`src/rtl/rf_wb_arbiter.sv`:
```
// rf_wb_arbiter: drives the register file's single write port from two sources.
//   - In-order pipeline writeback: has priority, no back-pressure.
//   - MDU result stream: valid/ready handshake, buffered in a small in-order FIFO.
// Ports:
//   clk, rst                     clock, asynchronous active-high reset
//   pipe_valid/pipe_rd/pipe_data pipeline result (always accepted)
//   mdu_valid/mdu_ready          MDU handshake; mdu_ready = FIFO not full
//   mdu_rd/mdu_data              MDU result destination and value
//   rd_we/rd_waddr/rd_wdata      registered register-file write port
//   busy_mask                    one bit per register with a buffered MDU write
//   stall_o                      asks the pipeline to hold pipe_valid low this cycle
module rf_wb_arbiter #(
  parameter int unsigned DATA_W     = 32,
  parameter int unsigned ADDR_W     = 5,
  parameter int unsigned FIFO_DEPTH = 2,
  parameter int unsigned STARVE_MAX = 4
) (
  input  logic                   clk,
  input  logic                   rst,
  input  logic                   pipe_valid,
  input  logic [ADDR_W-1:0]      pipe_rd,
  input  logic [DATA_W-1:0]      pipe_data,
  input  logic                   mdu_valid,
  output logic                   mdu_ready,
  input  logic [ADDR_W-1:0]      mdu_rd,
  input  logic [DATA_W-1:0]      mdu_data,
  output logic                   rd_we,
  output logic [ADDR_W-1:0]      rd_waddr,
  output logic [DATA_W-1:0]      rd_wdata,
  output logic [2**ADDR_W-1:0]   busy_mask,
  output logic                   stall_o
);

  localparam int unsigned PtrW = (FIFO_DEPTH > 1) ? $clog2(FIFO_DEPTH) : 1;
  localparam int unsigned CntW = $clog2(STARVE_MAX + 1);

  // FIFO storage and bookkeeping. FIFO_DEPTH is a power of two, so the
  // pointers wrap naturally.
  logic [ADDR_W-1:0] rd_mem_q   [FIFO_DEPTH];
  logic [DATA_W-1:0] data_mem_q [FIFO_DEPTH];
  logic [FIFO_DEPTH-1:0] valid_q, valid_d;
  logic [PtrW-1:0]       wr_ptr_q, wr_ptr_d;
  logic [PtrW-1:0]       rd_ptr_q, rd_ptr_d;

  logic [CntW-1:0] starve_q, starve_d;

  logic              rd_we_q, rd_we_d;
  logic [ADDR_W-1:0] rd_waddr_q, rd_waddr_d;
  logic [DATA_W-1:0] rd_wdata_q, rd_wdata_d;

  logic fifo_full, fifo_empty;
  logic mdu_fire, push, pop, pipe_win;

  assign fifo_full  = &valid_q;
  assign fifo_empty = ~|valid_q;

  // Ready depends only on state: no bypass, a full FIFO refuses even when popping.
  assign mdu_ready = ~fifo_full;
  assign mdu_fire  = mdu_valid & mdu_ready;
  // Writes to x0 complete the handshake but are discarded.
  assign push      = mdu_fire & (mdu_rd != '0);

  // A pipeline result to x0 is an idle pipeline and lets the FIFO head through.
  assign pipe_win = pipe_valid & (pipe_rd != '0);
  assign pop      = ~pipe_win & ~fifo_empty;

  // FIFO pointer / occupancy next state. A push never targets the slot being
  // popped: push requires a free slot, pop requires the head slot be valid.
  always_comb begin
    valid_d  = valid_q;
    wr_ptr_d = wr_ptr_q;
    rd_ptr_d = rd_ptr_q;
    if (push) begin
      valid_d[wr_ptr_q] = 1'b1;
      wr_ptr_d          = wr_ptr_q + PtrW'(1);
    end
    if (pop) begin
      valid_d[rd_ptr_q] = 1'b0;
      rd_ptr_d          = rd_ptr_q + PtrW'(1);
    end
  end

  // Output port next state: hold address/data when nothing wins.
  always_comb begin
    rd_we_d    = 1'b0;
    rd_waddr_d = rd_waddr_q;
    rd_wdata_d = rd_wdata_q;
    if (pipe_win) begin
      rd_we_d    = 1'b1;
      rd_waddr_d = pipe_rd;
      rd_wdata_d = pipe_data;
    end else if (pop) begin
      rd_we_d    = 1'b1;
      rd_waddr_d = rd_mem_q[rd_ptr_q];
      rd_wdata_d = data_mem_q[rd_ptr_q];
    end
  end

  // Starvation counter: counts cycles a waiting head was passed over.
  always_comb begin
    starve_d = starve_q;
    if (fifo_empty || pop) begin
      starve_d = '0;
    end else if (starve_q != CntW'(STARVE_MAX)) begin
      starve_d = starve_q + CntW'(1);
    end
  end

  assign stall_o = (starve_q == CntW'(STARVE_MAX));

  // Busy mask: OR of one-hot destinations of every valid entry.
  always_comb begin
    busy_mask = '0;
    for (int unsigned i = 0; i < FIFO_DEPTH; i++) begin
      if (valid_q[i]) begin
        busy_mask[rd_mem_q[i]] = 1'b1;
      end
    end
  end

  always_ff @(posedge clk or posedge rst) begin
    if (rst) begin
      valid_q    <= '0;
      wr_ptr_q   <= '0;
      rd_ptr_q   <= '0;
      starve_q   <= '0;
      rd_we_q    <= 1'b0;
      rd_waddr_q <= '0;
      rd_wdata_q <= '0;
      for (int unsigned i = 0; i < FIFO_DEPTH; i++) begin
        rd_mem_q[i]   <= '0;
        data_mem_q[i] <= '0;
      end
    end else begin
      valid_q    <= valid_d;
      wr_ptr_q   <= wr_ptr_d;
      rd_ptr_q   <= rd_ptr_d;
      starve_q   <= starve_d;
      rd_we_q    <= rd_we_d;
      rd_waddr_q <= rd_waddr_d;
      rd_wdata_q <= rd_wdata_d;
      if (push) begin
        rd_mem_q[wr_ptr_q]   <= mdu_rd;
        data_mem_q[wr_ptr_q] <= mdu_data;
      end
    end
  end

  assign rd_we    = rd_we_q;
  assign rd_waddr = rd_waddr_q;
  assign rd_wdata = rd_wdata_q;

  // The pipeline must honour stall_o; if it does not, it still wins arbitration.
  a_no_pipe_during_stall: assert property (@(posedge clk) disable iff (rst)
    !(stall_o && pipe_valid));

endmodule
```
`config.mk`:
```
export PLATFORM = sky130hd
export DESIGN_NAME = rf_wb_arbiter
export DESIGN_NICKNAME = d
export VERILOG_FILES = /design/src/rtl/rf_wb_arbiter.sv
export SDC_FILE = /design/constraint.sdc
export NUM_CORES = 1
export LEC_CHECK = 0
export ABC_AREA = 1
export CAP_MARGIN = 0
export CORE_MARGIN = 2
export CORE_UTILIZATION = 25
export CTS_BUF_LIST = sky130_fd_sc_hd__clkbuf_8
export CTS_CLUSTER_SIZE = 20
export DETAILED_ROUTE_END_ITERATION = 8
export GPL_TIMING_DRIVEN = 0
export PLACE_DENSITY_LB_ADDON = 0.15
export SETUP_SLACK_MARGIN = 0.05
export SYNTH_ARGS = -nofsm -noshare
export SYNTH_HDL_FRONTEND = slang
export SYNTH_SLANG_ARGS = --single-unit
export TNS_END_PERCENT = 20
```
`constraint.sdc`:
```
create_clock -name clk -period 4.43 [get_ports clk]
set_clock_uncertainty 0.2 [all_clocks]
set_input_delay 0.886 -clock clk [delete_from_list [all_inputs] [get_ports clk]]
set_output_delay 0.886 -clock clk [all_outputs]
set_load 0.005 [all_outputs]
```
==> flow_summary.json, run 1 <==
{
  "setup_slack_ns": 0.7925,
  "postCtsSetupBuffers": 0,
  "slowest_stage": "nor3_1",
  "min_period_ns": 3.638,
  "grt_overflow": 0,
  "cts_hold_buffers": 0,
  "ioPinCount": 150,
  "die_x_um": 160.0,
  "hold_path_class": "reg2reg",
  "stdcell_area_um2": 8439,
  "cp_cell_sequence": "inv_1 -> nor3_1 -> nand2_1 -> o21ai_0 -> clkdlybuf4s50_1",
  "numCtsBuffers": 17,
  "synth_seq_cells": 119,
  "drtPass1Iterations": 5,
  "rsz0062_at_grt": "false",
  "power.density_cell_area_nw_per_um2": 625.5,
  "status": "finished clean",
  "grt_start_max_net_pins": 76,
  "first_global_vias": 5703,
  "max_clock_freq_ghz": 0.2749,
  "num_vias": 5687,
  "final_core_util_pct": 35.01,
  "wl_met3_um": 958,
  "tightestPinTransition_ns": 1.040,
  "area_growth_pct": 38.79,
  "start_kind": "flip-flop",
  "critical_path_class": "reg2out",
  "netlist-cell-type-count": 23,
  "diodes": 0,
  "pre_cts_ws_ns": 1.268,
  "place_inst": 1225,
  "crit_fanout": 8,
  "clkLatencyLatePin_ns": 0.44,
  "gp_congestion": 0.7754,
  "cts_tree": "done",
  "clkSinkCount": 119,
  "drive_above_1_share_pct": 12.88,
  "syn_nets": 831,
  "crit_path_max_incr_delay_ns": 0.85,
  "syn_area_um2": 6081,
  "required_ns": 3.34,
  "drt_iter0_markers": 356,
  "wl_mm": 20.74,
  "die_area_um2": 25590,
  "ir_drop_uv": 209.1,
  "core_um2": 24110,
  "placed_cell_area_um2": 8010,
  "port_buffers": 149,
  "wl_met1_mm": 9.807,
  "synth_area_per_cell_um2": 8.097,
  "critical_path_buf_inv_count": 2,
  "yosysSeqAreaShare_pct": 48.97,
  "relSlewSlack_pct": 30.15,
  "cp-end-kind": "output port",
  "clk_pin_slew_ns": 0.07,
  "antenna_found_initial": 0,
  "drc": 0,
  "final_max_slew_viol_count": 0,
  "drv_cap": 0,
  "netlist_instances": 751,
  "die_y_um": 160.0,
  "synth_warnings": 0,
  "cts.repair.resized": 0,
  "setup_tns_ns": 0,
  "power_leakage_nw": 3.863,
  "grt_pass1_wl_mm": 32.62,
  "postRouteAntennaNets": 0,
  "timing.hold.ws_ns": 0.2813,
  "grt_usage_pct": 16.53,
  "crit_arrival_ns": 2.55,
  "final_nets": 1000,
  "rows": 57,
  "p_total_mw": 5.278,
  "start_util_pct": 25.23,
  "period_share_pct": 82.11,
  "cts_max_path_buffers": 2,
  "clock-root-buffer": "clkbuf_8",
  "cts-htree-levels": 4,
  "setup_viol": 0,
  "wl_met2_mm": 9.776,
  "dp_hpwl_mm": 15.05,
  "stdcell_count": 1256,
  "wl_per_cell_um": 16.51,
  "crit_family": "simple AND/OR/NAND/NOR gates",
  "top_layer": "met4",
  "hold_violations": 0,
  "viasPerCell": 4.528
}
==> synth_stat cells <==
| cell type | instances | area [um2] |
|---|---|---|
| buf_2 | 18 | 90.09 |
| buf_4 | 2 | 15.01 |
| nand3b_4 | 1 | 20.02 |
| o21ai_2 | 42 | 367.9 |
| clkbuf_2 | 1 | 5.000 |
| o21ai_0 | 60 | 300.3 |
| buf_12 | 1 | 20.02 |
| a21oi_1 | 2 | 10.01 |
| nand2_2 | 9 | 56.30 |
| xnor2_1 | 1 | 8.760 |
| and2_4 | 1 | 8.760 |
| nor2_1 | 7 | 26.28 |
| nand2_1 | 216 | 810.8 |
| nand3_2 | 2 | 20.02 |
| ha_1 | 2 | 25.02 |
| dfrtp_1 | 119 | 2978 |
| buf_8 | 1 | 15.01 |
| clkbuf_1 | 14 | 52.55 |
| nand3_1 | 162 | 810.8 |
| inv_1 | 58 | 217.7 |
| buf_6 | 10 | 112.6 |
| o21ai_1 | 9 | 45.04 |
| nor3_1 | 13 | 65.06 |
==> report_power, final <==
group          total (mW)  switching [mW]  internal (mW)
logic                2.30            1.31          0.990
clock network        1.09           0.445          0.647
registers            1.89           0.323           1.57
==> cell families after synthesis <==
kind of cell    count (synthesis)  share of synthesized area, %
simple gates                  411                         29.90
flops                         119                         48.97
compound gates                113                         11.89
buf+inv                       105                         8.683
fa+ha+maj                       2                        0.4115
xor+xnor                        1                        0.1441
==> per-layer routing <==
layer / GRT usage [%] / vias to the layer above
met1: 22.88 / 2706
met2: 26.39 / 149
met4: 4.136 / 0
li1: - / 2818
met3: 3.532 / 14
met5: 0 / -
==> layout make-up <==
| cell class | instances | area, um2 |
|---|---|---|
| fill | 2614 | 15670 |
| sequential | 119 | 2978 |
| clock buffer | 20 | 275.3 |
| multi-input combinational | 527 | 2575 |
| clock inverter | 11 | 153.9 |
| timing repair buffer | 150 | 1519 |
| inverter | 58 | 222.7 |
| buffer | 47 | 310.3 |
| tap | 324 | 405.4 |
==> placed cells by master, fill, tap and decap left out <==
master	n
a21oi_1	2
and2_4	1
buf_12	1
buf_16	1
buf_2	18
buf_4	2
buf_6	10
buf_8	1
bufinv_16	4
clkbuf_1	14
clkbuf_2	1
clkbuf_8	20
clkdlybuf4s50_1	149
clkinv_2	6
dfrtp_1	119
ha_1	2
inv_1	58
inv_6	1
nand2_1	216
nand2_2	9
nand3_1	162
nand3_2	2
nand3b_4	1
nor2_1	7
nor3_1	13
o21ai_0	60
o21ai_1	9
o21ai_2	42
xnor2_1	1
==> worst reg2reg max path, delay by kind of cell (launching register included) <==
family                 cells  cell delay [ns]
buffers and inverters      2             0.62
DFF                        1             0.49
and+or+nand+nor            3             0.45
==> flip-flops by register name (all words and copies together), names as in the netlist <==
signal / flops
data_mem_q: 64
wr_ptr_q: 1
rd_mem_q: 10
rd_waddr: 5
rd_ptr_q: 1
valid_q: 2
rd_wdata: 32
rd_we: 1
starve_q: 3
==> worst paths after layout <==
check                                    from        endpoint  slack (ns)  cells after the start
min in group asynchronous                 rst  data_mem_q[20]        0.65                      2
worst max-delay path              rd_mem_q[5]   busy_mask[27]        0.79                      5
max in group asynchronous                 rst   data_mem_q[4]        2.65                      3
worst min register to register  data_mem_q[8]   data_mem_q[8]        0.28                      2
worst min-delay path            data_mem_q[8]   data_mem_q[8]        0.28                      2
worst max register to register     valid_q[1]    rd_wdata[21]        2.59                      5
No activity file was read; power rests on OpenSTA's default activity.
==> inputs of run 2 (changes only) <==
clock period = 3.1 ns   (was 4.43 ns; I/O delays follow)
==> flow_summary.json, run 2 (synthesis results as in run 1) <==
{
  "critical_path_buf_inv_count": 2,
  "cts-htree-levels": 4,
  "port_buffers": 149,
  "drive_above_1_share_pct": 13.50,
  "crit_arrival_ns": 2.20,
  "power_leakage_nw": 3.865,
  "relSlewSlack_pct": 44.57,
  "gp_congestion": 0.7421,
  "cp-end-kind": "output port",
  "antenna_found_initial": 0,
  "mostFrequentLayoutCell": "nand2_1",
  "grt_overflow": 0,
  "drtPass1Iterations": 5,
  "pre_cts_ws_ns": 0.1633,
  "final_nets": 1004,
  "wl_mm": 20.71,
  "cp-startpoint": "rd_mem_q[7]",
  "drv_cap": 0,
  "viasPerCell": 4.606,
  "largest_reg_flops": 64,
  "rsz0062_at_grt": "true",
  "place_inst": 1227,
  "r2r_start": "rd_ptr_q",
  "numCtsBuffers": 17,
  "setup_slack_ns": 0.07965,
  "ioPinCount": 150,
  "cts_max_path_buffers": 2,
  "num_vias": 5790,
  "ir_drop_uv": 304.6,
  "crit_fanout": 6,
  "layout_common_cells": "nand2_1, nand3_1, clkdlybuf4s50_1",
  "setup_viol": 0,
  "cp_cell_sequence": "inv_1 -> nor3_1 -> nand2_1 -> o21ai_0 -> clkdlybuf4s50_1",
  "wl_per_cell_um": 16.47,
  "p_total_mw": 7.413,
  "min_period_ns": 3.020,
  "drt_iter0_markers": 344,
  "stdcell_count": 1257,
  "max_clock_freq_ghz": 0.3311,
  "crit_family": "buffers and inverters",
  "first_global_vias": 5745,
  "timing.hold.ws_ns": 0.2819,
  "slowest_stage": "clkdlybuf4s50_1",
  "dp_hpwl_mm": 15.17,
  "required_ns": 2.28,
  "hold_violations": 0,
  "cts_hold_buffers": 0,
  "grt_pass1_wl_mm": 32.52,
  "regMostFlops": "data_mem_q",
  "die_y_um": 160.0,
  "rows": 57,
  "stdcell_area_um2": 8472,
  "clock-root-buffer": "clkbuf_8",
  "placed_cell_area_um2": 8041,
  "cts_tree": "done",
  "tightestPinTransition_ns": 0.8298,
  "diodes": 0,
  "hold_path_class": "reg2reg",
  "start_kind": "flip-flop",
  "area_growth_pct": 39.32,
  "clk_pin_slew_ns": 0.07,
  "clkSinkCount": 119,
  "clkLatencyLatePin_ns": 0.44,
  "grt_start_max_net_pins": 39,
  "final_max_slew_viol_count": 0,
  "core_um2": 24110,
  "power.density_cell_area_nw_per_um2": 875.0,
  "postRouteAntennaNets": 0,
  "grt_usage_pct": 16.30,
  "crit_path_max_incr_delay_ns": 0.54,
  "start_util_pct": 25.23,
  "die_x_um": 160.0,
  "hold_start": "data_mem_q[25]",
  "drc": 0,
  "critical_path_class": "reg2out",
  "period_share_pct": 97.43,
  "die_area_um2": 25590,
  "status": "finished clean"
}
==> run 2: worst reg2reg max path: stages (launching register included) <==
cell	delay [ns]
dfrtp_1	0.31
buf_2	0.22
clkbuf_1	0.51
o21ai_0	0.28
nand3_1	0.15
nand3_1	0.08
==> run 2: path summary, 6_finish.rpt <==
kind	end	slack, ns	depth (start not counted)
min reg2reg	data_mem_q[25]	0.28	2
max reg2reg	rd_waddr[4]	1.24	5
min in group asynchronous	rd_mem_q[0]	0.48	2
max in group asynchronous	rd_waddr[4]	1.41	4
max	busy_mask[23]	0.08	5
min	data_mem_q[25]	0.28	2
==> run 2: final cells by class <==
class | instances | area, um2
timing repair buffer | 154 | 1579
tap | 324 | 405.4
clock buffer | 22 | 302.8
buffer | 47 | 310.3
fill | 2604 | 15630
clock inverter | 6 | 52.55
inverter | 58 | 221.5
multi-input combinational | 527 | 2620
sequential | 119 | 2980
==> run 2: power breakdown <==
part / switching, mW / leakage (nW) / total [mW] / internal, mW
clock: 0.614 / 0.195 / 1.33 / 0.712
sequential: 0.477 / 1.47 / 2.72 / 2.24
combinational: 1.92 / 2.20 / 3.37 / 1.45
total: 3.01 / 3.86 / 7.41 / 4.41
==> run 2: per-stage QoR <==
| stage | TNS [ns] | utilization [%] |
|---|---|---|
| after floorplan | 0 | - |
| after global placement | -67.72 | 33.11 |
| after detailed placement | 0 | 33.36 |
| after CTS | -0.06692 | 34.92 |
| after global routing | -0.7269 | 35.14 |
| final | 0 | 35.14 |
==> run 2: metal layers <==
layer	global-route usage, %	wire (um)	vias to the layer above
met5	0	0	-
met4	4.750	299	0
met3	3.325	889	20
met2	25.11	9529	152
met1	23.16	9989	2788
li1	-	-	2830
==> run 2: repair_timing <==
| action | 4_1_cts | 5_1_grt |
|---|---|---|
| endpoints found under the setup margin | 32 | 32 |
| gates resized for setup | 4 | 6 |
| setup buffers | 0 | 2 |
| pin swaps | 0 | 3 |
